**src/rtl/rv_decode_pkg.sv**
```systemverilog
// rtl/rv_decode_pkg.sv - shared constants, encodings and helpers for the RV32I decode stage
//
// Purpose:
//   Opcode constants, the result-select and ALU-operation encodings, the
//   immediate-format classification and the NOP word used on reset and flush.
//   Imported by rv_imm_gen and rv_decode_stage.
//
// Ports: none (package).

package rv_decode_pkg;

  // Major opcodes (instr[6:0])
  localparam logic [6:0] OPC_OP     = 7'b0110011;
  localparam logic [6:0] OPC_OP_IMM = 7'b0010011;
  localparam logic [6:0] OPC_LOAD   = 7'b0000011;
  localparam logic [6:0] OPC_STORE  = 7'b0100011;
  localparam logic [6:0] OPC_BRANCH = 7'b1100011;
  localparam logic [6:0] OPC_JAL    = 7'b1101111;
  localparam logic [6:0] OPC_JALR   = 7'b1100111;
  localparam logic [6:0] OPC_LUI    = 7'b0110111;
  localparam logic [6:0] OPC_AUIPC  = 7'b0010111;

  // addi x0, x0, 0 : the canonical bubble
  localparam logic [31:0] NOP_INSTR = 32'h0000_0013;

  typedef enum logic [1:0] {
    RES_ALU    = 2'b00,
    RES_LOAD   = 2'b01,
    RES_PC_P4  = 2'b10,
    RES_PC_IMM = 2'b11
  } res_src_e;

  typedef enum logic [2:0] {
    ALU_ADD   = 3'b000,
    ALU_SUB   = 3'b001,
    ALU_AND   = 3'b010,
    ALU_OR    = 3'b011,
    ALU_XOR   = 3'b100,
    ALU_SLT   = 3'b101,
    ALU_SLTU  = 3'b110,
    ALU_SHIFT = 3'b111
  } alu_ctrl_e;

  // R-type shares the I-type immediate layout, so it needs no format of its own.
  typedef enum logic [2:0] {
    FMT_I = 3'd0,
    FMT_S = 3'd1,
    FMT_B = 3'd2,
    FMT_U = 3'd3,
    FMT_J = 3'd4
  } imm_fmt_e;

  // Unknown opcodes (FENCE, SYSTEM, illegal) fall back to the I layout; the
  // value is harmless because such words decode as bubbles.
  function automatic imm_fmt_e imm_fmt_of(input logic [6:0] opcode);
    imm_fmt_e fmt;
    case (opcode)
      OPC_STORE:           fmt = FMT_S;
      OPC_BRANCH:          fmt = FMT_B;
      OPC_LUI, OPC_AUIPC:  fmt = FMT_U;
      OPC_JAL:             fmt = FMT_J;
      default:             fmt = FMT_I;
    endcase
    return fmt;
  endfunction

  // ALU operation selected by funct3 for OP / OP-IMM. The SUB override for
  // funct3=000 is applied by the caller since it only exists for OP.
  function automatic alu_ctrl_e alu_ctrl_of_funct3(input logic [2:0] funct3);
    alu_ctrl_e op;
    case (funct3)
      3'b000:  op = ALU_ADD;
      3'b001:  op = ALU_SHIFT;
      3'b010:  op = ALU_SLT;
      3'b011:  op = ALU_SLTU;
      3'b100:  op = ALU_XOR;
      3'b101:  op = ALU_SHIFT;
      3'b110:  op = ALU_OR;
      default: op = ALU_AND;
    endcase
    return op;
  endfunction

endpackage

```
**src/rtl/rv_imm_gen.sv**
```systemverilog
// rtl/rv_imm_gen.sv - sign-extended immediate generator for RV32I words
//
// Purpose:
//   Pure combinational extraction of the immediate field of an instruction,
//   with the layout chosen from the opcode.
//
// Ports:
//   instr  in  32  instruction word
//   imm    out 32  sign-extended immediate (I/S/B/U/J layouts; R uses I)

module rv_imm_gen
  import rv_decode_pkg::*;
(
  input  logic [31:0] instr,
  output logic [31:0] imm
);

  always_comb begin
    imm = {{20{instr[31]}}, instr[31:20]};
    case (imm_fmt_of(instr[6:0]))
      FMT_S: imm = {{20{instr[31]}}, instr[31:25], instr[11:7]};
      FMT_B: imm = {{19{instr[31]}}, instr[31], instr[7], instr[30:25],
                    instr[11:8], 1'b0};
      FMT_U: imm = {instr[31:12], 12'h000};
      FMT_J: imm = {{11{instr[31]}}, instr[31], instr[19:12], instr[20],
                    instr[30:21], 1'b0};
      default: imm = {{20{instr[31]}}, instr[31:20]};
    endcase
  end

endmodule

```
**src/rtl/rv_decode_stage.sv**
```systemverilog
// rtl/rv_decode_stage.sv - RV32I decode stage: stage register plus combinational decode
//
// Purpose:
//   Captures the fetched word and its PCs in a stage register (reset > flush >
//   stall > load-on-ack) and decodes register indices, immediate and control
//   flags combinationally from that register, one cycle after the ack edge.
//
// Ports:
//   i_clk, i_reset_n             clock (rising), synchronous active-low reset
//   i_stall, i_flush             hold the stage / load a bubble
//   i_bus_ack, i_data            fetch valid and fetched instruction word
//   i_pc, i_pc_p4                PC[31:2] and PC+4[31:2] of the fetched word
//   o_rs1, o_rs2, o_rd           register indices
//   o_pc, o_pc_p4                registered PCs
//   o_imm                        sign-extended immediate
//   o_reg_write .. o_alu_src     control flags
//   o_res_src                    00 ALU, 01 load, 10 PC+4, 11 PC+imm
//   o_funct3                     instr[14:12]
//   o_alu_ctrl                   ALU operation

module rv_decode_stage
  import rv_decode_pkg::*;
(
  input  logic        i_clk,
  input  logic        i_reset_n,
  input  logic        i_stall,
  input  logic        i_flush,
  input  logic        i_bus_ack,
  input  logic [31:0] i_data,
  input  logic [29:0] i_pc,
  input  logic [29:0] i_pc_p4,
  output logic [4:0]  o_rs1,
  output logic [4:0]  o_rs2,
  output logic [4:0]  o_rd,
  output logic [29:0] o_pc,
  output logic [29:0] o_pc_p4,
  output logic [31:0] o_imm,
  output logic        o_reg_write,
  output logic        o_mem_read,
  output logic        o_mem_write,
  output logic        o_jump,
  output logic        o_branch,
  output logic        o_alu_src,
  output logic [1:0]  o_res_src,
  output logic [2:0]  o_funct3,
  output logic [2:0]  o_alu_ctrl
);

  logic [31:0] instr_q;
  logic [29:0] pc_q;
  logic [29:0] pc_p4_q;

  // Stage register. A stall blocks the ack so a word delivered while
  // stalled is dropped; fetch is expected to re-present it.
  always_ff @(posedge i_clk) begin
    if (!i_reset_n || i_flush) begin
      instr_q <= NOP_INSTR;
      pc_q    <= '0;
      pc_p4_q <= '0;
    end else if (i_stall) begin
      instr_q <= instr_q;
      pc_q    <= pc_q;
      pc_p4_q <= pc_p4_q;
    end else if (i_bus_ack) begin
      instr_q <= i_data;
      pc_q    <= i_pc;
      pc_p4_q <= i_pc_p4;
    end
  end

  logic [6:0] opcode;
  logic [2:0] funct3;
  assign opcode = instr_q[6:0];
  assign funct3 = instr_q[14:12];

  logic      dec_reg_write;
  logic      dec_mem_read;
  logic      dec_mem_write;
  logic      dec_jump;
  logic      dec_branch;
  logic      dec_alu_src;
  res_src_e  dec_res_src;
  alu_ctrl_e dec_alu_ctrl;
  logic      uses_rs1;
  logic      uses_rs2;

  // Unlisted opcodes keep the all-zero defaults, which is the bubble decode.
  always_comb begin
    dec_reg_write = 1'b0;
    dec_mem_read  = 1'b0;
    dec_mem_write = 1'b0;
    dec_jump      = 1'b0;
    dec_branch    = 1'b0;
    dec_alu_src   = 1'b0;
    dec_res_src   = RES_ALU;
    dec_alu_ctrl  = ALU_ADD;
    uses_rs1      = 1'b1;
    uses_rs2      = 1'b0;
    case (opcode)
      OPC_OP: begin
        dec_reg_write = 1'b1;
        uses_rs2      = 1'b1;
        dec_alu_ctrl  = alu_ctrl_of_funct3(funct3);
        if (funct3 == 3'b000 && instr_q[30]) begin
          dec_alu_ctrl = ALU_SUB;
        end
      end
      OPC_OP_IMM: begin
        // funct7[5] only matters for SRAI, and it reaches the ALU via o_imm[10].
        dec_reg_write = 1'b1;
        dec_alu_src   = 1'b1;
        dec_alu_ctrl  = alu_ctrl_of_funct3(funct3);
      end
      OPC_LOAD: begin
        dec_reg_write = 1'b1;
        dec_mem_read  = 1'b1;
        dec_alu_src   = 1'b1;
        dec_res_src   = RES_LOAD;
      end
      OPC_STORE: begin
        dec_mem_write = 1'b1;
        dec_alu_src   = 1'b1;
        uses_rs2      = 1'b1;
      end
      OPC_BRANCH: begin
        dec_branch   = 1'b1;
        dec_alu_ctrl = ALU_SUB;
        uses_rs2     = 1'b1;
      end
      OPC_JAL: begin
        dec_jump      = 1'b1;
        dec_reg_write = 1'b1;
        dec_res_src   = RES_PC_P4;
        uses_rs1      = 1'b0;
      end
      OPC_JALR: begin
        dec_jump      = 1'b1;
        dec_reg_write = 1'b1;
        dec_alu_src   = 1'b1;
        dec_res_src   = RES_PC_P4;
      end
      OPC_LUI: begin
        // rs1 forced to x0 so the ALU computes 0 + imm.
        dec_reg_write = 1'b1;
        dec_alu_src   = 1'b1;
        uses_rs1      = 1'b0;
      end
      OPC_AUIPC: begin
        dec_reg_write = 1'b1;
        dec_res_src   = RES_PC_IMM;
        uses_rs1      = 1'b0;
      end
      default: ;
    endcase
  end

  rv_imm_gen u_imm_gen (
    .instr (instr_q),
    .imm   (o_imm)
  );

  assign o_rs1       = uses_rs1 ? instr_q[19:15] : 5'd0;
  assign o_rs2       = uses_rs2 ? instr_q[24:20] : 5'd0;
  assign o_rd        = dec_reg_write ? instr_q[11:7] : 5'd0;
  assign o_pc        = pc_q;
  assign o_pc_p4     = pc_p4_q;
  assign o_reg_write = dec_reg_write;
  assign o_mem_read  = dec_mem_read;
  assign o_mem_write = dec_mem_write;
  assign o_jump      = dec_jump;
  assign o_branch    = dec_branch;
  assign o_alu_src   = dec_alu_src;
  assign o_res_src   = dec_res_src;
  assign o_funct3    = funct3;
  assign o_alu_ctrl  = dec_alu_ctrl;

endmodule

```
**config.mk**
```make
export PLATFORM = sky130hd
export DESIGN_NAME = rv_decode_stage
export DESIGN_NICKNAME = d
export VERILOG_FILES = /design/src/rtl/rv_decode_pkg.sv /design/src/rtl/rv_imm_gen.sv /design/src/rtl/rv_decode_stage.sv
export SDC_FILE = /design/constraint.sdc
export NUM_CORES = 1
export LEC_CHECK = 0
export ABC_AREA = 1
export BUFFER_PORTS_ARGS = -buffer_cell sky130_fd_sc_hd__buf_2
export CORE_AREA = 2 2 98 100
export DETAILED_ROUTE_END_ITERATION = 8
export DIE_AREA = 0 0 100 102
export GPL_ROUTABILITY_DRIVEN = 1
export GPL_TIMING_DRIVEN = 0
export PLACE_DENSITY_LB_ADDON = 0.2
export SLEW_MARGIN = 20
export SYNTH_ARGS = -nofsm -noshare
export SYNTH_HDL_FRONTEND = slang
export SYNTH_SLANG_ARGS = --single-unit
export TNS_END_PERCENT = 10
```
**constraint.sdc**
```tcl
create_clock -name i_clk -period 2 [get_ports i_clk]
set_clock_uncertainty 0.1 [all_clocks]
set_input_delay 0.3 -clock i_clk [delete_from_list [all_inputs] [get_ports i_clk]]
set_output_delay 0.3 -clock i_clk [all_outputs]
set_load 0.05 [all_outputs]
```
==> impl_metrics.py, run 1 <==
metrics = {
    "status": {
        "outcome": "complete, but fails checks",
        "violations": "setup timing",
    },
    "synth": {
        "synth_xor_area_share_pct": 0,
        "synth_top_family_by_area": "simple AND/OR/NAND/NOR gates",
        "syn-mean-instance-area_sq_um": 7.34,
        "ys_types": 29,
        "seq_area_frac_synth_pct": 46.1,
        "synth_seq_cells": 92,
        "synthMuxAreaShare_pct": 0,
        "ys_warn_count": 0,
        "syn_area_sq_um": 4000,
        "synthAdderAreaFrac_pct": 1.25,
        "syn_inst": 544,
        "synth_simple_gate_area_share_pct": 26.4,
        "syn-num-nets": 645,
        "synth-compound-area-share_pct": 17.4,
    },
    "worst_setup_path": {
        "critical_path.startpoint_type": "flop",
        "crit_fanout": 7,
        "r2r_cells": 4,
        "cp.arrival_ps": 1750,
        "required_ps": 1600,
        "worstSetupPathType": "flop to primary output",
        "cp-end-kind": "primary output",
    },
    "cells_and_area": {
        "final_common_cell": "buf_2",
        "fin_area_sq_um": 6170,
        "area_delta_synth_final_pct": 54.4,
        "antenna_cells": 0,
        "final_cell_mix": "172 x buf_2, 144 x nor2_1, 92 x o21ai_0, 83 x dfxtp_1, 44 x buf_6",
        "final_nets": 902,
        "n_fill_cell": 786,
        "layout-drive-gt1-share_pct": 42.7,
    },
    "power_and_ir_drop": {
        "total_power_w": 0.00425,
        "p_comb_share_pct": 21.4,
        "max-vdd-ir-drop_uv": 496,
        "power_frac_seq_pct": 45.4,
        "p_clk_share_pct": 33.2,
        "p_per_area_nw_per_um2": 689,
        "switchingPower_w": 0.00134,
        "switching_share_pct": 31.6,
        "p_int_w": 0.00290,
        "p_leak_nw": 3.19,
    },
    "timing": {
        "min_period_ps": 2150,
        "setup_viol": 45,
        "maxSlewHeadroom_pct": 66.5,
        "setup_ws_ps": -146,
        "rsz0062_at_grt": "true",
        "fmax_mhz": 466,
        "hold_viol": 0,
        "slew_violations": 0,
        "finalCritPeriodShare_pct": 107,
        "worstMarginPinSlew_ps": 500,
    },
    "clock_network": {
        "cts_buffers": 9,
        "cts_hold_repair.buffers": 0,
        "root_buffer": "clkbuf_8",
        "clock-sinks": 92,
        "clkTransAtPathRegs_ps": 90,
        "clock_latency_ps": 350,
        "htree_levels": 3,
        "ctsLongestPathBuffers": 2,
        "cts_tree": "built",
    },
    "routing": {
        "drtIter0Drc": 114,
        "final_antenna_net_count": 0,
        "via_per_inst": 5.01,
        "post_drt_wl_per_cell_microns": 14.8,
        "drc_errors": 0,
        "dr.pass1.iters": 4,
        "vias": 4595,
        "wirelength_microns": 13500,
    },
    "floorplanning": {
        "ioPinCount": 218,
        "num_rows": 35,
        "die-area_sq_um": 10200,
        "core_area_sq_um": 9110,
        "die_h_microns": 102,
        "die_w_microns": 100,
        "start_util_pct": 43.9,
    },
    "placement": {
        "hpwl_microns": 9480,
        "placedInstanceArea_sq_um": 5220,
        "io_buffers": 217,
        "gp_congestion": 0.912,
    },
    "worst_hold_path": {
        "hold-path-cell-count": 3,
        "min_path_type": "primary input to flop",
    },
    "global_routing": {
        "grt.total_usage_pct": 25.8,
        "grt_max_degree": 17,
        "antenna_found_initial": 0,
        "grt-ovfl-total": 0,
        "grt_pass1_wl_microns": 21100,
        "grt_pass1_vias": 4581,
    },
    "run": {
        "max-cap-violations": 0,
    },
}
state kept, by name (all words and copies together), names as in the netlist:
register  cells
instr_q      32
o_pc         30
o_pc_p4      30
path summary, 6_finish.rpt:
check               from          end  slack (ps)
max reg2reg   instr_q[4]   instr_q[4]        1020
min            i_data[1]   instr_q[1]          60
min reg2reg  instr_q[29]  instr_q[29]         390
max           instr_q[2]    o_imm[20]        -150
layout make-up:
class	count	area (sq um)	area share [%]
buffer	37	189	3.06
clock buffer	9	124	2.01
clock inverter	7	96.3	1.56
inverter	43	179	2.90
multi-input combinational	372	1950	31.6
sequential	92	1860	30.1
tap	111	139	2.25
timing repair buffer	245	1630	26.4
timing repair inverter	1	6.26	0.101
critical path, cell delays in order, from the launching register on:
cell and delay, ps:
dfxtp_2 380, inv_2 70, nor2_2 130, nand3_4 160
nand2_8 130, inv_8 50, nand2_8 90, buf_12 140
nand3_2 70, buf_6 160
layer usage:
metal	share of wire, %	global-route usage, %
met5	0	0
met4	2.5	8.32
met3	7.9	5.81
met2	52	47.0
met1	38	30.3
what timing repair did:
item,in CTS,in global routing
gates resized for setup,138,34
endpoints found under the hold margin,0,0
gates cloned,3,0
pin swaps,17,14
buffers inserted,19,7
setup endpoints to repair,46,56
cells in the mapped netlist (all sizes together):
master / count / area share [%]
nor2: 160 / 16
o21ai: 101 / 13
dfxtp: 92 / 46
inv: 43 / 4.2
nand2: 38 / 4.8
a21oi: 32 / 4.0
nand3: 30 / 5.3
clkbuf: 24 / 2.3
buf: 13 / 2.4
ha: 4 / 1.3
o211ai: 2 / 0.38
a211oi: 1 / 0.19
nand4: 1 / 0.16
nor3: 1 / 0.13
o22ai: 1 / 0.16
or2: 1 / 0.16
power groups by stage:
stage | Combinational, W | Sequential (W) | Clock, W
final | 0.000908 | 0.00193 | 0.00141
after global routing | 0.000970 | 0.00194 | 0.00150
after CTS | 0.000878 | 0.00193 | 0.00143
after detailed placement | 0.000782 | 0.00197 | 0
after global placement | 0.000774 | 0.00197 | 0
after floorplan | 0.000397 | 0.00210 | 0
through the flow:
stage	setup WS, ps	utilization [%]	std cells	hold WS (ps)	TNS, ps
floorplan	-362	-	544	326	-4600
detailed placement	21.5	57.3	872	353	0
CTS	-125	66.2	910	44.4	-3580
finish	-146	67.7	917	57.6	-4410
global placement	72.6	57.3	872	348	0
global route	-197	67.7	917	55.2	-6960
logic make-up after synthesis:
group	count (synthesis)
simple gates	231
buf+inv	80
compound gates	137
flops	92
fa+ha+maj	4
(Power assumes the default switching activity.)
==> run 2: changes to the inputs <==
--- a/config.mk
+++ b/config.mk
@@ -10,7 +10,7 @@
 export CORE_AREA = 2 2 98 100
 export DETAILED_ROUTE_END_ITERATION = 8
 export DIE_AREA = 0 0 100 102
-export GPL_ROUTABILITY_DRIVEN = 1
+export GPL_ROUTABILITY_DRIVEN = 0
 export GPL_TIMING_DRIVEN = 0
 export PLACE_DENSITY_LB_ADDON = 0.2
 export SLEW_MARGIN = 20
==> constraint.sdc (replaced) <==
create_clock -name i_clk -period 2.2 [get_ports i_clk]
set_clock_uncertainty 0.1 [all_clocks]
set_input_delay 0.33 -clock i_clk [delete_from_list [all_inputs] [get_ports i_clk]]
set_output_delay 0.33 -clock i_clk [all_outputs]
set_load 0.05 [all_outputs]
==> run 2 against run 1 <==
Net effect:
- the run now ends clean
- critical path depth increased by 1
- hold slack better by 33 ps
- power is 11% lower
- clock power down 9%
- combinational power down 16%
- via count down 2.1%
- sequential cell count stayed put
- die area unchanged
- non-clock buffer count decreased by 16
- final cell count down 1.6%
- global-route usage is 1.8 points lower
- register-to-register slack improved by 130 ps
- largest cell class unchanged
- largest power group unchanged
==> impl_metrics.py, run 2 (synthesis results as in run 1) <==
metrics = {
    "status": {
        "outcome": "completed",
    },
    "timing": {
        "maxSlewHeadroom_pct": 66.7,
        "rsz0062_at_grt": "true",
        "fmax_mhz": 461,
        "worstMarginPinSlew_ps": 498,
        "fin_tns_setup_ps": 0,
        "setup_viol": 0,
        "finalCritPeriodShare_pct": 98.5,
        "min_period_ps": 2170,
        "hold_viol": 0,
        "slew_violations": 0,
    },
    "global_routing": {
        "antenna_found_initial": 1,
        "grtUsageMet1_pct": 28.6,
        "grt_pass1_vias": 4331,
        "grt-busiest-layer": "met2",
        "grt_max_degree": 17,
        "grt_pass1_wl_microns": 19600,
        "grt.total_usage_pct": 24.1,
        "grt_util_met2_pct": 41.6,
        "grt_use_met3_pct": 6.02,
        "grt-ovfl-total": 0,
    },
    "worst_setup_path": {
        "critical_path.startpoint_type": "flop",
        "cp.arrival_ps": 1740,
        "required_ps": 1770,
        "cp-end-kind": "primary output",
        "cp_slowest_cell": "dfxtp_2",
        "slowest_delay_ps": 340,
        "crit_path_frequent_cell": "nand2_8",
        "worstSetupPathType": "flop to primary output",
        "path_cells": "inv_4 > nand2_4 > nor2_8 > nand2_8 > nand2_8 > inv_8 > nand2_8 > buf_12 > nand3_2 > buf_8",
        "crit_fanout": 11,
    },
    "placement": {
        "placedInstanceArea_sq_um": 5220,
        "place_inst": 872,
        "io_buffers": 217,
        "hpwl_microns": 9480,
    },
    "floorplanning": {
        "start_util_pct": 43.9,
        "ioPinCount": 218,
        "die_h_microns": 102,
        "die-area_sq_um": 10200,
        "die_w_microns": 100,
        "num_rows": 35,
        "core_area_sq_um": 9110,
    },
    "power_and_ir_drop": {
        "p_leak_nw": 3.05,
        "p_int_w": 0.00260,
        "switchingPower_w": 0.00119,
        "power_frac_seq_pct": 46.3,
        "max-vdd-ir-drop_uv": 450,
        "p_clk_share_pct": 33.7,
        "p_comb_share_pct": 20.0,
        "p_per_area_nw_per_um2": 654,
        "switching_share_pct": 31.4,
    },
    "cells_and_area": {
        "final_nets": 886,
        "largest_reg_flops": 32,
        "final_common_cell": "buf_2",
        "largest-register": "instr_q",
        "finalNonFillerCells": 902,
        "layout-drive-gt1-share_pct": 38.4,
        "area_delta_synth_final_pct": 45.1,
        "fin_area_sq_um": 5800,
        "final_cell_mix": "189 x buf_2, 152 x nor2_1, 101 x o21ai_0, 83 x dfxtp_1, 36 x inv_1",
    },
    "worst_hold_path": {
        "min_path_type": "primary input to flop",
    },
    "clock_network": {
        "clkTransAtPathRegs_ps": 90,
        "clock_latency_ps": 350,
        "ctsLongestPathBuffers": 2,
        "clock-sinks": 92,
        "htree_levels": 3,
        "root_buffer": "clkbuf_8",
        "cts_hold_repair.buffers": 0,
        "cts_tree": "built",
        "cts_buffers": 9,
    },
    "routing": {
        "dr.pass1.iters": 4,
        "drtIter0Drc": 123,
        "post_drt_wl_per_cell_microns": 14.2,
        "via_per_inst": 4.99,
        "final_antenna_net_count": 0,
        "vias": 4499,
        "drc_errors": 0,
        "wirelength_microns": 12800,
    },
    "run": {
        "max-cap-violations": 0,
    },
}
==> run 2: changes by cell type in the layout (fill, tap and decap cells not counted), sizes merged <==
cell and change:
buf -19, clkbuf +3, diode +1, inv -1
nand2 +1
==> run 2: power by group through the flow <==
stage	combinational, W	sequential (W)	clock, W
2_1_floorplan	0.000361	0.00191	0
5_1_grt	0.000817	0.00176	0.00136
4_1_cts	0.000738	0.00175	0.00130
6_report	0.000759	0.00175	0.00128
3_5_place_dp	0.000711	0.00179	0
3_3_place_gp	0.000704	0.00179	0
==> run 2: path summary, 6_finish.rpt <==
check                   start          end  slack, ps  cells past startpoint
setup / recovery   instr_q[4]    o_imm[22]         30                     10
hold / removal      i_data[1]   instr_q[1]         90                      3
setup reg to reg  instr_q[31]  instr_q[31]       1150                      2
hold reg to reg   instr_q[15]  instr_q[15]        380                      2
==> run 2: what timing repair did <==
item	CTS	global route
gates resized for setup	45	42
pin swaps	3	7
setup buffers	5	6
cloned	0	2
endpoints found under the setup margin	41	39
==> run 2: worst max-delay path, delay by kind of cell, from the launching register on <==
kind          cells  cell delay [ps]
flops             1              340
simple gates      6              620
buf+inv           4              430
==> run 2: metal layers <==
layer | routed length (microns) | vias up
li1 | - | 2236
met1 | 5150 | 2070
met3 | 1010 | 29
met4 | 397 | 0
met5 | 0 | -
met2 | 6240 | 164
==> run 2: stage by stage <==
stage | total power (W) | hold WS [ps] | utilization [%] | setup WS (ps)
after floorplan | 0.00227 | 329 | - | -192
final | 0.00379 | 90.3 | 63.7 | 32.5
after detailed placement | 0.00250 | 353 | 57.3 | 191
after global placement | 0.00249 | 348 | 57.3 | 243
after global routing | 0.00394 | 86.8 | 63.7 | -42.8
after CTS | 0.00379 | 74.4 | 61.5 | -5.31
==> run 2: area by class of cell <==
class,instances,area [sq um]
flip-flops and latches,92,1860
well taps,111,139
repair buffers,229,1340
multi-input cells,373,1880
clock inverters,7,96.3
clock buffers,9,124
diodes,1,2.50
plain buffers,37,189
fillers,856,3310
inverters,43,176
==> run 3: changes to the inputs <==
--- a/config.mk
+++ b/config.mk
@@ -5,7 +5,7 @@
 export SDC_FILE = /design/constraint.sdc
 export NUM_CORES = 1
 export LEC_CHECK = 0
-export ABC_AREA = 1
+export ABC_AREA = 0
 export BUFFER_PORTS_ARGS = -buffer_cell sky130_fd_sc_hd__buf_2
 export CORE_AREA = 2 2 98 100
 export DETAILED_ROUTE_END_ITERATION = 8
==> run 3 against run 2 <==
Net effect:
- the run now ends with setup timing left
- register-to-register slack barely moved
- cell area rose by 2.8%
- power fell by 7.1%
- global-route usage rose by 0.25 points
- die area did not move
- critical endpoint is now o_imm[17]
- largest power group unchanged
- highest routed layer unchanged
==> impl_metrics.py, run 3 <==
metrics = {
    "floorplanning": {
        "die_w_microns": 100,
        "die-area_sq_um": 10200,
        "core_area_sq_um": 9110,
        "die_h_microns": 102,
        "ioPinCount": 218,
        "start_util_pct": 43.7,
        "num_rows": 35,
    },
    "timing": {
        "finalCritPeriodShare_pct": 109,
        "rsz0062_at_grt": "true",
        "maxSlewHeadroom_pct": 63.6,
        "min_period_ps": 2400,
        "setup_ws_ps": -197,
        "fmax_mhz": 417,
        "slew_violations": 0,
        "worstMarginPinSlew_ps": 545,
        "setup_viol": 30,
        "fin_tns_setup_ps": -2650,
        "hold_viol": 0,
    },
    "worst_hold_path": {
        "min_path_type": "primary input to flop",
    },
    "synth": {
        "synth_edf_count": 0,
        "yosysMostFrequentCell": "nand2_1",
        "syn-num-nets": 625,
        "ys_types": 45,
        "synth.area.top_cells": "dfxtp_1 46%, nand2_1 18%, a21oi_1 12%",
        "syn-mean-instance-area_sq_um": 7.60,
        "seq_area_frac_synth_pct": 46.2,
        "async_reset_ff_share_pct": 0,
        "syn_inst": 524,
        "syn_area_sq_um": 3980,
        "synth_top_cell_by_area": "dfxtp_1",
        "ys_warn_count": 0,
        "synth_seq_cells": 92,
        "synthFlopType": "dfxtp_1",
        "yosysTopAreaCellShare_pct": 46.2,
        "synth_top_cells_by_count": "188 x nand2_1, 93 x a21oi_1, 92 x dfxtp_1",
    },
    "placement": {
        "placedInstanceArea_sq_um": 5210,
        "place_inst": 852,
        "hpwl_microns": 9400,
        "post-place-ws_ps": -71.7,
        "io_buffers": 217,
    },
    "worst_setup_path": {
        "worstSetupPathType": "flop to primary output",
        "slowest_delay_ps": 400,
        "r2r_cells": 3,
        "critical_path.startpoint_type": "flop",
        "cp-end-kind": "primary output",
        "reg2reg_setup_slack_ps": 1150,
        "r2r_end": "instr_q[6]",
        "crit_fanout": 7,
        "cp.arrival_ps": 1970,
        "path_cells": "or3b_4 > a21oi_4 > buf_6 > mux2_4 > buf_8",
        "required_ps": 1770,
        "rr_startpoint": "instr_q[6]",
        "startpoint": "instr_q[6]",
        "cp_slowest_cell": "or3b_4",
        "crit_end": "o_imm[17]",
    },
    "routing": {
        "via_per_inst": 5.06,
        "dr.pass1.iters": 4,
        "vias": 4432,
        "wirelength_microns": 12900,
        "final_antenna_net_count": 0,
        "drc_errors": 0,
        "post_drt_wl_per_cell_microns": 14.7,
        "drtIter0Drc": 202,
    },
    "clock_network": {
        "htree_levels": 3,
        "clock-sinks": 92,
        "cts_tree": "built",
        "root_buffer": "clkbuf_8",
        "cts_buffers": 9,
        "ctsLongestPathBuffers": 2,
        "clock_latency_ps": 360,
        "clkTransAtPathRegs_ps": 90,
    },
    "global_routing": {
        "antenna_found_initial": 0,
        "grt_max_degree": 16,
        "grt-ovfl-total": 0,
        "grt_pass1_vias": 4353,
        "grt.total_usage_pct": 24.3,
        "grt_pass1_wl_microns": 19900,
    },
    "cells_and_area": {
        "area_delta_synth_final_pct": 49.7,
        "final_nets": 860,
        "fin_area_sq_um": 5960,
        "largest_reg_flops": 32,
        "layout-drive-gt1-share_pct": 38.7,
        "largest-register": "instr_q",
        "n_fill_cell": 794,
        "final_common_cell": "nand2_1",
        "final_cell_mix": "188 x nand2_1, 171 x buf_2, 92 x a21oi_1, 85 x dfxtp_1, 40 x buf_6",
        "finalNonFillerCells": 876,
        "finish.utilization_pct": 65.4,
    },
    "status": {
        "outcome": "complete, but fails checks",
        "violations": "setup timing",
    },
    "power_and_ir_drop": {
        "p_per_area_nw_per_um2": 590,
        "p_leak_nw": 2.78,
        "max-vdd-ir-drop_uv": 461,
    },
    "run": {
        "max-cap-violations": 0,
    },
}
## run 3: cell count changes after synthesis, sizes merged, moves of 24 or more
| cell | before | now |
|---|---|---|
| a21oi | 32 | 94 |
| nand3 | 30 | 6 |
| o21ai | 101 | 2 |
| nor2 | 160 | 9 |
| nand2 | 38 | 188 |
| inv | 43 | 5 |
## run 3: worst min-delay path by stage
stage	slack (ps)	to	start	depth (start not counted)
finish	70	instr_q[4]	i_data[4]	3
global route	90	instr_q[1]	i_data[1]	3
CTS	60	instr_q[4]	i_data[4]	3
detailed placement	340	o_pc_p4[22]	o_pc_p4[22]	2
global placement	340	o_pc[4]	o_pc[4]	2
floorplan	340	instr_q[7]	instr_q[7]	2
## run 3: layer usage
metal | vias to the layer above | part of all wire [%] | global-route usage, %
met5 | - | 0 | 0
met4 | 0 | 2.4 | 9.69
met3 | 29 | 7.0 | 6.70
met2 | 148 | 51 | 43.8
met1 | 2061 | 40 | 27.4
li1 | 2194 | - | -
## run 3: per-stage QoR
step                      total power [W]  hold slack (ps)
after global routing              0.00366             86.5
after global placement            0.00230              340
after CTS                         0.00352             63.0
final                             0.00352             68.3
after floorplan                   0.00212              336
after detailed placement          0.00231              345
## run 3: kinds of logic (layout without fill, tap and decap cells)
| group | count (synthesis) | after routing | synth area share, % |
|---|---|---|---|
| and+or+nand+nor | 248 | 248 | 27.1 |
| AOI/OAI and AO/OA | 121 | 121 | 17.4 |
| DFF | 92 | 92 | 46.2 |
| buffers and inverters | 49 | 289 | 5.34 |
| muxes | 8 | 8 | 2.20 |
| adders and majority gates | 4 | 4 | 1.26 |
| xor gates and xnor gates | 2 | 2 | 0.440 |
| other | 0 | 1 | 0 |
## run 3: layout make-up
cell class / instances / area (sq um) / share of cell area [%]
diodes: 1 / 2.50 / 0.0420
plain buffers: 43 / 229 / 3.84
clock buffers: 11 / 151 / 2.54
clock inverters: 5 / 57.6 / 0.966
inverters: 5 / 18.8 / 0.315
multi-input cells: 383 / 2070 / 34.8
flip-flops and latches: 92 / 1850 / 31.1
well taps: 111 / 139 / 2.33
repair buffers: 225 / 1440 / 24.1
## run 3: repair_timing
item,CTS,global route
cloned,3,0
resized for setup,106,57
hold endpoints to repair,0,0
pin swaps,11,8
buffers inserted,4,1
hold buffers,0,0
setup endpoints to repair,54,52
## run 3: where the power goes
part           switching, W  internal, W  total [W]
registers         0.0000266      0.00170    0.00173
clock network      0.000601     0.000592    0.00119
logic              0.000396     0.000203   0.000599
total               0.00102      0.00250    0.00352
## run 3: worst max-delay path, delay by kind of cell, from the launching register on
kind	cells	cell delay, ps
buffers and inverters	2	310
AND/OR/NAND/NOR	1	400
AO/OA/AOI/OAI	1	220
flip-flops	1	370
multiplexers	1	310
